File: src/rtl/wb_stage.sv
`default_nettype none
// ============================================================================
//  Module   : wb_stage
//  Brief    : RV32I writeback stage - arbitrates ALU results and load data
//             into one registered register-file write port, formats loads
//             and tracks outstanding loads in a busy scoreboard.
//  Revision : 1.0  initial release
// ============================================================================
module wb_stage #(
   parameter int DATA_WIDTH    = 32,
   parameter int ADDRESS_WIDTH = 5,
   parameter int NUM_REGS      = 32,
   parameter int MAX_ALU_STALL = 2
) (
   input  logic                     clk,
   input  logic                     rst_n,
   input  logic                     alu_valid,
   output logic                     alu_ready,
   input  logic [ADDRESS_WIDTH-1:0] alu_dest,
   input  logic [DATA_WIDTH-1:0]    alu_data,
   input  logic                     load_valid,
   output logic                     load_ready,
   input  logic [ADDRESS_WIDTH-1:0] load_dest,
   input  logic [2:0]               load_funct3,
   input  logic [1:0]               load_addr_lo,
   input  logic [DATA_WIDTH-1:0]    load_rdata,
   input  logic                     issue_valid,
   input  logic [ADDRESS_WIDTH-1:0] issue_dest,
   output logic                     rg_wrt_en,
   output logic [ADDRESS_WIDTH-1:0] rg_wrt_dest,
   output logic [DATA_WIDTH-1:0]    rg_wrt_data,
   output logic [NUM_REGS-1:0]      busy,
   output logic                     load_err
);

   localparam int c_CNT_W = (MAX_ALU_STALL < 2) ? 1 : $clog2(MAX_ALU_STALL + 1);
   localparam logic [c_CNT_W-1:0] c_STALL_MAX = c_CNT_W'(MAX_ALU_STALL);
   localparam logic [c_CNT_W-1:0] c_CNT_ONE   = c_CNT_W'(1);

   localparam logic [2:0] c_F3_LB  = 3'b000;
   localparam logic [2:0] c_F3_LH  = 3'b001;
   localparam logic [2:0] c_F3_LW  = 3'b010;
   localparam logic [2:0] c_F3_LBU = 3'b100;
   localparam logic [2:0] c_F3_LHU = 3'b101;

   logic [c_CNT_W-1:0]       r_stall_cnt;
   logic                     r_wrt_en;
   logic [ADDRESS_WIDTH-1:0] r_wrt_dest;
   logic [DATA_WIDTH-1:0]    r_wrt_data;
   logic [NUM_REGS-1:0]      r_busy;
   logic                     r_load_err;

   logic                     w_force;
   logic                     w_load_acc;
   logic                     w_alu_acc;
   logic [7:0]               w_byte;
   logic [15:0]              w_half;
   logic [DATA_WIDTH-1:0]    w_fmt;
   logic                     w_illegal;
   logic [NUM_REGS-1:0]      w_busy_nxt;

   // Loads normally win; the ALU is forced through after MAX_ALU_STALL losses.
   assign w_force    = (r_stall_cnt == c_STALL_MAX);
   assign load_ready = !w_force;
   assign alu_ready  = w_force | !load_valid;
   assign w_load_acc = load_valid & load_ready;
   assign w_alu_acc  = alu_valid & alu_ready;

   always_comb begin
      w_byte = load_rdata[7:0];
      case (load_addr_lo)
         2'd0: w_byte = load_rdata[7:0];
         2'd1: w_byte = load_rdata[15:8];
         2'd2: w_byte = load_rdata[23:16];
         2'd3: w_byte = load_rdata[31:24];
         default: w_byte = load_rdata[7:0];
      endcase
   end

   assign w_half = load_addr_lo[1] ? load_rdata[31:16] : load_rdata[15:0];

   always_comb begin
      w_fmt     = '0;
      w_illegal = 1'b0;
      case (load_funct3)
         c_F3_LB:  w_fmt = {{(DATA_WIDTH-8){w_byte[7]}}, w_byte};
         c_F3_LBU: w_fmt = {{(DATA_WIDTH-8){1'b0}}, w_byte};
         c_F3_LH:  w_fmt = {{(DATA_WIDTH-16){w_half[15]}}, w_half};
         c_F3_LHU: w_fmt = {{(DATA_WIDTH-16){1'b0}}, w_half};
         c_F3_LW:  w_fmt = load_rdata;
         default:  w_illegal = 1'b1;
      endcase
   end

   // Issue is applied after the clear so a same-cycle re-issue keeps the bit set.
   always_comb begin
      w_busy_nxt = r_busy;
      if (w_load_acc)
         w_busy_nxt[load_dest] = 1'b0;
      if (issue_valid && (issue_dest != '0))
         w_busy_nxt[issue_dest] = 1'b1;
   end

   always_ff @(posedge clk or negedge rst_n) begin
      if (!rst_n) begin
         r_stall_cnt <= '0;
         r_wrt_en    <= 1'b0;
         r_wrt_dest  <= '0;
         r_wrt_data  <= '0;
         r_busy      <= '0;
         r_load_err  <= 1'b0;
      end else begin
         if (alu_valid && !alu_ready)
            r_stall_cnt <= (r_stall_cnt == c_STALL_MAX) ? r_stall_cnt
                                                        : r_stall_cnt + c_CNT_ONE;
         else
            r_stall_cnt <= '0;

         r_busy     <= w_busy_nxt;
         r_load_err <= w_load_acc & w_illegal;

         if (w_load_acc) begin
            r_wrt_en   <= !w_illegal && (load_dest != '0);
            r_wrt_dest <= load_dest;
            r_wrt_data <= w_fmt;
         end else if (w_alu_acc) begin
            r_wrt_en   <= (alu_dest != '0);
            r_wrt_dest <= alu_dest;
            r_wrt_data <= alu_data;
         end else begin
            r_wrt_en   <= 1'b0;
         end
      end
   end

   assign rg_wrt_en   = r_wrt_en;
   assign rg_wrt_dest = r_wrt_dest;
   assign rg_wrt_data = r_wrt_data;
   assign busy        = r_busy;
   assign load_err    = r_load_err;

endmodule
`default_nettype wire

File: config.mk
export PLATFORM = sky130hd
export DESIGN_NAME = wb_stage
export DESIGN_NICKNAME = d
export VERILOG_FILES = /design/src/rtl/wb_stage.sv
export SDC_FILE = /design/constraint.sdc
export NUM_CORES = 1
export LEC_CHECK = 0
export ABC_CLOCK_PERIOD_IN_PS = 2500
export BUFFER_PORTS_ARGS = -buffer_cell sky130_fd_sc_hd__buf_2
export CAP_MARGIN = 0
export CELL_PAD_IN_SITES_DETAIL_PLACEMENT = 1
export CELL_PAD_IN_SITES_GLOBAL_PLACEMENT = 2
export CORE_ASPECT_RATIO = 1.75
export CORE_MARGIN = 5
export CORE_UTILIZATION = 28
export DETAILED_ROUTE_END_ITERATION = 10
export PLACE_DENSITY_LB_ADDON = 0.1
export SLEW_MARGIN = 10
export SYNTH_ARGS = -nofsm -noshare
export SYNTH_HDL_FRONTEND = slang
export SYNTH_SLANG_ARGS = --single-unit
File: constraint.sdc
create_clock -name clk -period 2.5 [get_ports clk]
set_clock_uncertainty 0.15 [all_clocks]
set_input_delay 0.75 -clock clk [delete_from_list [all_inputs] [get_ports clk]]
set_output_delay 0.75 -clock clk [all_outputs]
set_load 0.05 [all_outputs]
==> out/results.txt, run 1 <==
Worst setup EP type = output port
ys async rst share = 100%
RSZ-0062 raised after global routing = no
P_leak = 2.51 nW
PwrDens = 856 mW/mm^2
Syn Nets = 518
synthesized instance count = 428
nets = 677
Initial Util = 28.6%
clk slew on worst S/H paths = 60 ps
DRT Wirelength = 16700 um
Slew Viols, Final = 0
HP Class = primary input to asynchronous set/reset pin
initial antenna violation count = 0
GR Overflow Total = 0
pin count of the biggest net entering global routing = 49
CTS tree = built
Vias/cell = 5.20
post-DP HPWL = 13200 um
area delta synth->final = 35.0%
port bufs = 161
sequential share of the synthesized area = 45.7%
FF+latch count, synth = 73
Root Driver = clkbuf_16
Tot GR Track Use = 19.9%
Tmin final = 2340 ps
combinational power share = 31.7%
Die Wd = 100 um
Clock power frac = 36.3%
core area = 0.0140 mm^2
CP max FO = 3
Final Wtd Congestion = 0.865
first-pass GRT wire length = 25500 um
via count = 3995
transition time of the tightest slew-check pin = 420 ps
worst vdd ir = 0.390 mV
post-route setup TNS = 0 ps
CP required = 1600 ps
status = complete, no violations
synth cell count leaders = o21ai_0, dfrtp_1, nand2_1, nor2_1, mux2i_1
post-CTS sizing = 0
Antenna Nets Post-Route = 0
Skew-Pair Late Insertion Delay = 340 ps
dominant cells by area after synthesis = dfrtp_1, o21ai_0, mux2i_1
Yosys cell types = 42
Synthesis Warnings = 0
io pins = 162
vias in the first global route = 4514
startpoint types = flop
Sink Count = 73
switching pwr = 1.78 mW
Max Cap Violations = 0
dominant cell type by area after synthesis = dfrtp_1
fmax = 427 MHz
WL per Instance = 21.7 um
Pre-antenna DRT Iters = 4
Syn Area/Cell = 9.35 um^2
number of synthesized flops with an enable pin = 0
Worst EP arrival = 1440 ps
Inserted Clock Buffers = 9
final hold viol count = 0
Net Sw Frac = 38.6%
number of setup buffers added after CTS = 0
Chip Height = 168 um
Synth top area share = 45.7%
post-layout util = 38.6%
Seq pwr share = 32.0%
Post-CTS Hold Buffers = 0
internal power = 2.84 mW
Top FF cell, synth = dfrtp_1
ratio of cells with drive above 1 in the final layout = 37.8%
# DRC = 0
full die area = 0.0169 mm^2
fin crit share = 93.7%
most frequent cell after synthesis = o21ai_0
crit path kind = flop to output port
Slew headroom = 71.9%
H-tree depth = 3
Rows = 57
area of the mapped netlist = 0.00400 mm^2
DRT iter0 DRCs = 75
clk buf depth = 2
endpoints failing setup = 0
Ant. Diodes = 0
## kinds of logic (layout without fill, tap and decap cells)
| group | after synthesis | count (layout) | synth area share (%) |
|---|---|---|---|
| muxes | 30 | 30 | 7.98 |
| adders and majority gates | 1 | 1 | 0.313 |
| and+or+nand+nor | 107 | 107 | 13.4 |
| DFF | 73 | 73 | 45.7 |
| AOI/OAI and AO/OA | 175 | 175 | 27.6 |
| buffers and inverters | 42 | 206 | 5.13 |
## power groups by stage
| stage | Clock, mW | Sequential (mW) | Combinational, mW |
|---|---|---|---|
| after floorplan | 0 | 2.15 | 0.344 |
| after global placement | 0 | 1.49 | 1.46 |
| after detailed placement | 0 | 1.50 | 1.48 |
| after CTS | 1.70 | 1.48 | 1.49 |
| after global routing | 1.74 | 1.50 | 1.56 |
| final | 1.68 | 1.48 | 1.47 |
## worst paths after layout
path / startpoint / end / slack, ps / cells after the start
hold reg to reg: r_stall_cnt[0] / r_stall_cnt[0] / 290 / 1
min in group clk: r_stall_cnt[0] / r_stall_cnt[0] / 290 / 1
setup / recovery: r_stall_cnt[0] / alu_ready / 160 / 5
setup reg to reg: r_stall_cnt[0] / rg_wrt_data[3] / 460 / 7
max in group asynchronous: rst_n / rg_wrt_dest[4] / 1420 / 2
hold / removal: rst_n / rg_wrt_data[22] / 170 / 1
## final cells by class
| type | instances | area [um^2] |
|---|---|---|
| Clock buffer | 10 | 239 |
| Multi-Input combinational cell | 313 | 1970 |
| Sequential cell | 73 | 1830 |
| Clock inverter | 6 | 138 |
| Fill cell | 1689 | 8580 |
| Tap cell | 177 | 221 |
| Inverter | 12 | 45.0 |
| Timing Repair Buffer | 178 | 961 |
## critical path, stage by stage, from the launching register on
cell	delay [ps]
dfrtp_1	350
inv_1	50
ha_1	210
nor2b_2	210
inv_2	70
buf_2	220
## sequential cells by signal, summed over array words and instances, names as in the netlist
| register | flops |
|---|---|
| rg_wrt_data | 32 |
| rg_wrt_en | 1 |
| rg_wrt_dest | 5 |
| busy | 32 |
| load_err | 1 |
| r_stall_cnt | 2 |
## metal layers
metal | share of wire [%] | wire (um) | global-route usage (%)
met1 | 34 | 5740 | 19.8
met2 | 58 | 9630 | 38.9
met3 | 5.0 | 838 | 3.56
met4 | 2.9 | 489 | 8.21
met5 | 0 | 0 | 0
## through the flow
| stage | area (um^2) | std cells | total power [mW] | worst slack [ps] | hold slack, ps |
|---|---|---|---|---|---|
| global route | 5400 | 769 | 4.80 | 85.0 | 202 |
| floorplan | 4000 | 428 | 2.49 | 160 | 252 |
| CTS | 5400 | 769 | 4.67 | 111 | 183 |
| global placement | 5020 | 753 | 2.96 | 198 | 263 |
| finish | 5400 | 769 | 4.62 | 157 | 169 |
| detailed placement | 5020 | 753 | 2.98 | 129 | 281 |
## cells in the final DEF, fill, tap and decap left out, types with 2 or more instances in the layout
cell       instances
o211ai_1          16
or3_1              3
buf_12             2
nand3b_1          11
nand2_1           32
mux2i_1           24
buf_4             16
bufinv_16          4
buf_2            160
o32a_1             3
o21a_1             2
nand2b_1           5
a2bb2oi_1          4
a31o_1            11
nor2_1            32
nand2_2            2
a22oi_1            7
or3b_2             3
a21oi_2            9
inv_2              2
a31o_2             5
a211o_1            8
nor2b_1            2
mux2_2             5
clkbuf_16          9
inv_1             10
o21ai_0           90
dfrtp_1           73
nand3_1           12
a21oi_1           15
No activity file was read; power rests on OpenSTA's default activity.
==> run 2: changes to the inputs <==
Settings changed: RECOVER_POWER set to 100.
==> out/results.txt, run 2 (synthesis gave the netlist of run 1 again) <==
status = finished with violations
failing checks = capacitance limit, slew limit
Initial Util = 28.6% (unchanged)
Final Wtd Congestion = 0.865 (unchanged)
Rows = 57 (unchanged)
transition time of the tightest slew-check pin = 1620 ps (+1200 ps)
nets = 677 (unchanged)
worst vdd ir = 0.385 mV (-1.3%)
Worst setup EP type = output port
Die Wd = 100 um (unchanged)
Max Cap Violations = 1 (+1)
P_leak = 2.26 nW (-9.7%)
Design Area, Final = 0.00529 mm^2 (-2.0%)
clk buf depth = 2 (unchanged)
area of the multi-input gates = 0.00197 mm^2 (unchanged)
clk slew on worst S/H paths = 60 ps (about the same)
WL per Instance = 21.7 um (about the same)
Chip Height = 168 um (unchanged)
CTS tree = built
pin count of the biggest net entering global routing = 49 (unchanged)
ratio of cells with drive above 1 in the final layout = 24.8% (-13 points)
Antenna Nets Post-Route = 0 (unchanged)
Tot GR Track Use = 19.9% (unchanged)
DRT Wirelength = 16700 um (about the same)
fmax = 424 MHz (-0.53%)
fin crit share = 94.2% (+0.50 points)
Tmin final = 2360 ps (+12.6 ps)
core area = 0.0140 mm^2 (unchanged)
Slew headroom = -8.13% (-80 points)
RSZ-0062 raised after global routing = no
area delta synth->final = 32.3%
full die area = 0.0169 mm^2 (unchanged)
post-route setup TNS = 0 ps (unchanged)
PwrDens = 863 mW/mm^2 (+0.85%)
most common cell after layout, fill and taps aside = o21ai_0
# DRC = 0 (unchanged)
vias in the first global route = 4514 (unchanged)
CP max FO = 3 (unchanged)
post-CTS sizing = 0 (unchanged)
Vias/cell = 5.21 (+0.38%)
startpoint types = flop
GR Overflow Total = 0 (unchanged)
Reg area = 0.00183 mm^2 (unchanged)
Inserted Clock Buffers = 9 (unchanged)
Placement Cell Area = 0.00502 mm^2 (unchanged)
port bufs = 161 (unchanged)
DRT iter0 DRCs = 109 (+45%)
post-DP HPWL = 13200 um (unchanged)
Pre-antenna DRT Iters = 6 (+2)
Ant. Diodes = 0 (unchanged)
CP required = 1600 ps (about the same)
Sink Count = 73 (unchanged)
Post-CTS Hold Buffers = 0 (unchanged)
commonest cells after routing, fill and taps aside = o21ai_0, buf_2, clkbuf_1
io pins = 162 (unchanged)
final hold viol count = 0 (unchanged)
HP Class = flop to flop
Slew Viols, Final = 26 (+26)
Root Driver = clkbuf_16
endpoints failing setup = 0 (unchanged)
fillers = 1710 (+1.2%)
Skew-Pair Late Insertion Delay = 340 ps (about the same)
via count = 4010 (+0.38%)
Worst EP arrival = 1460 ps (+20 ps)
first-pass GRT wire length = 25500 um (unchanged)
initial antenna violation count = 0 (unchanged)
crit path kind = flop to output port
H-tree depth = 3 (unchanged)
number of setup buffers added after CTS = 0 (unchanged)
Hold WS = 286 ps (+117 ps)
[run 2: layout make-up]
type	instances	share of cell area (%)
Multi-Input combinational cell	313	37.2
Clock inverter	6	2.60
Tap cell	177	4.19
Inverter	12	0.851
Timing Repair Buffer	178	16.1
Sequential cell	73	34.5
Clock buffer	10	4.52
[run 2: through the flow]
stage	instances	utilization, %	worst slack (ps)	power [mW]
global placement	753	35.9	198	2.96
detailed placement	753	35.9	129	2.98
floorplan	428	-	160	2.49
global route	769	37.9	58.4	4.74
CTS	769	38.6	111	4.67
finish	769	37.9	144	4.57
[run 2: power breakdown]
group	leakage [nW]	switching, mW	internal [mW]
Clock	0.183	0.567	1.11
Sequential	0.904	0.111	1.37
Combinational	1.18	1.11	0.299
[run 2: worst paths after layout]
path / startpoint / to / slack (ps) / depth (start not counted)
worst max-delay path: r_stall_cnt[0] / alu_ready / 140 / 5
worst min-delay path: r_stall_cnt[0] / r_stall_cnt[0] / 290 / 1
worst max register to register: r_stall_cnt[0] / rg_wrt_data[7] / 240 / 9
worst min register to register: r_stall_cnt[0] / r_stall_cnt[0] / 290 / 1
max in group asynchronous: rst_n / rg_wrt_dest[4] / 550 / 2
min in group asynchronous: rst_n / rg_wrt_data[22] / 650 / 1
[run 2: critical path: stages, from the launching register on]
cell and delay [ps]:
dfrtp_1 350, inv_1 50, ha_1 210, nor2b_2 190, inv_1 90, buf_2 230
[run 2: metal layers]
layer  vias to the layer above  GRT usage (%)  wire length (um)
met3                        25           3.56               878
met2                       121           38.9              9640
met1                      1989           19.8              5660
met4                         0           8.21               519
met5                         -              0                 0
li1                       1875              -                 -
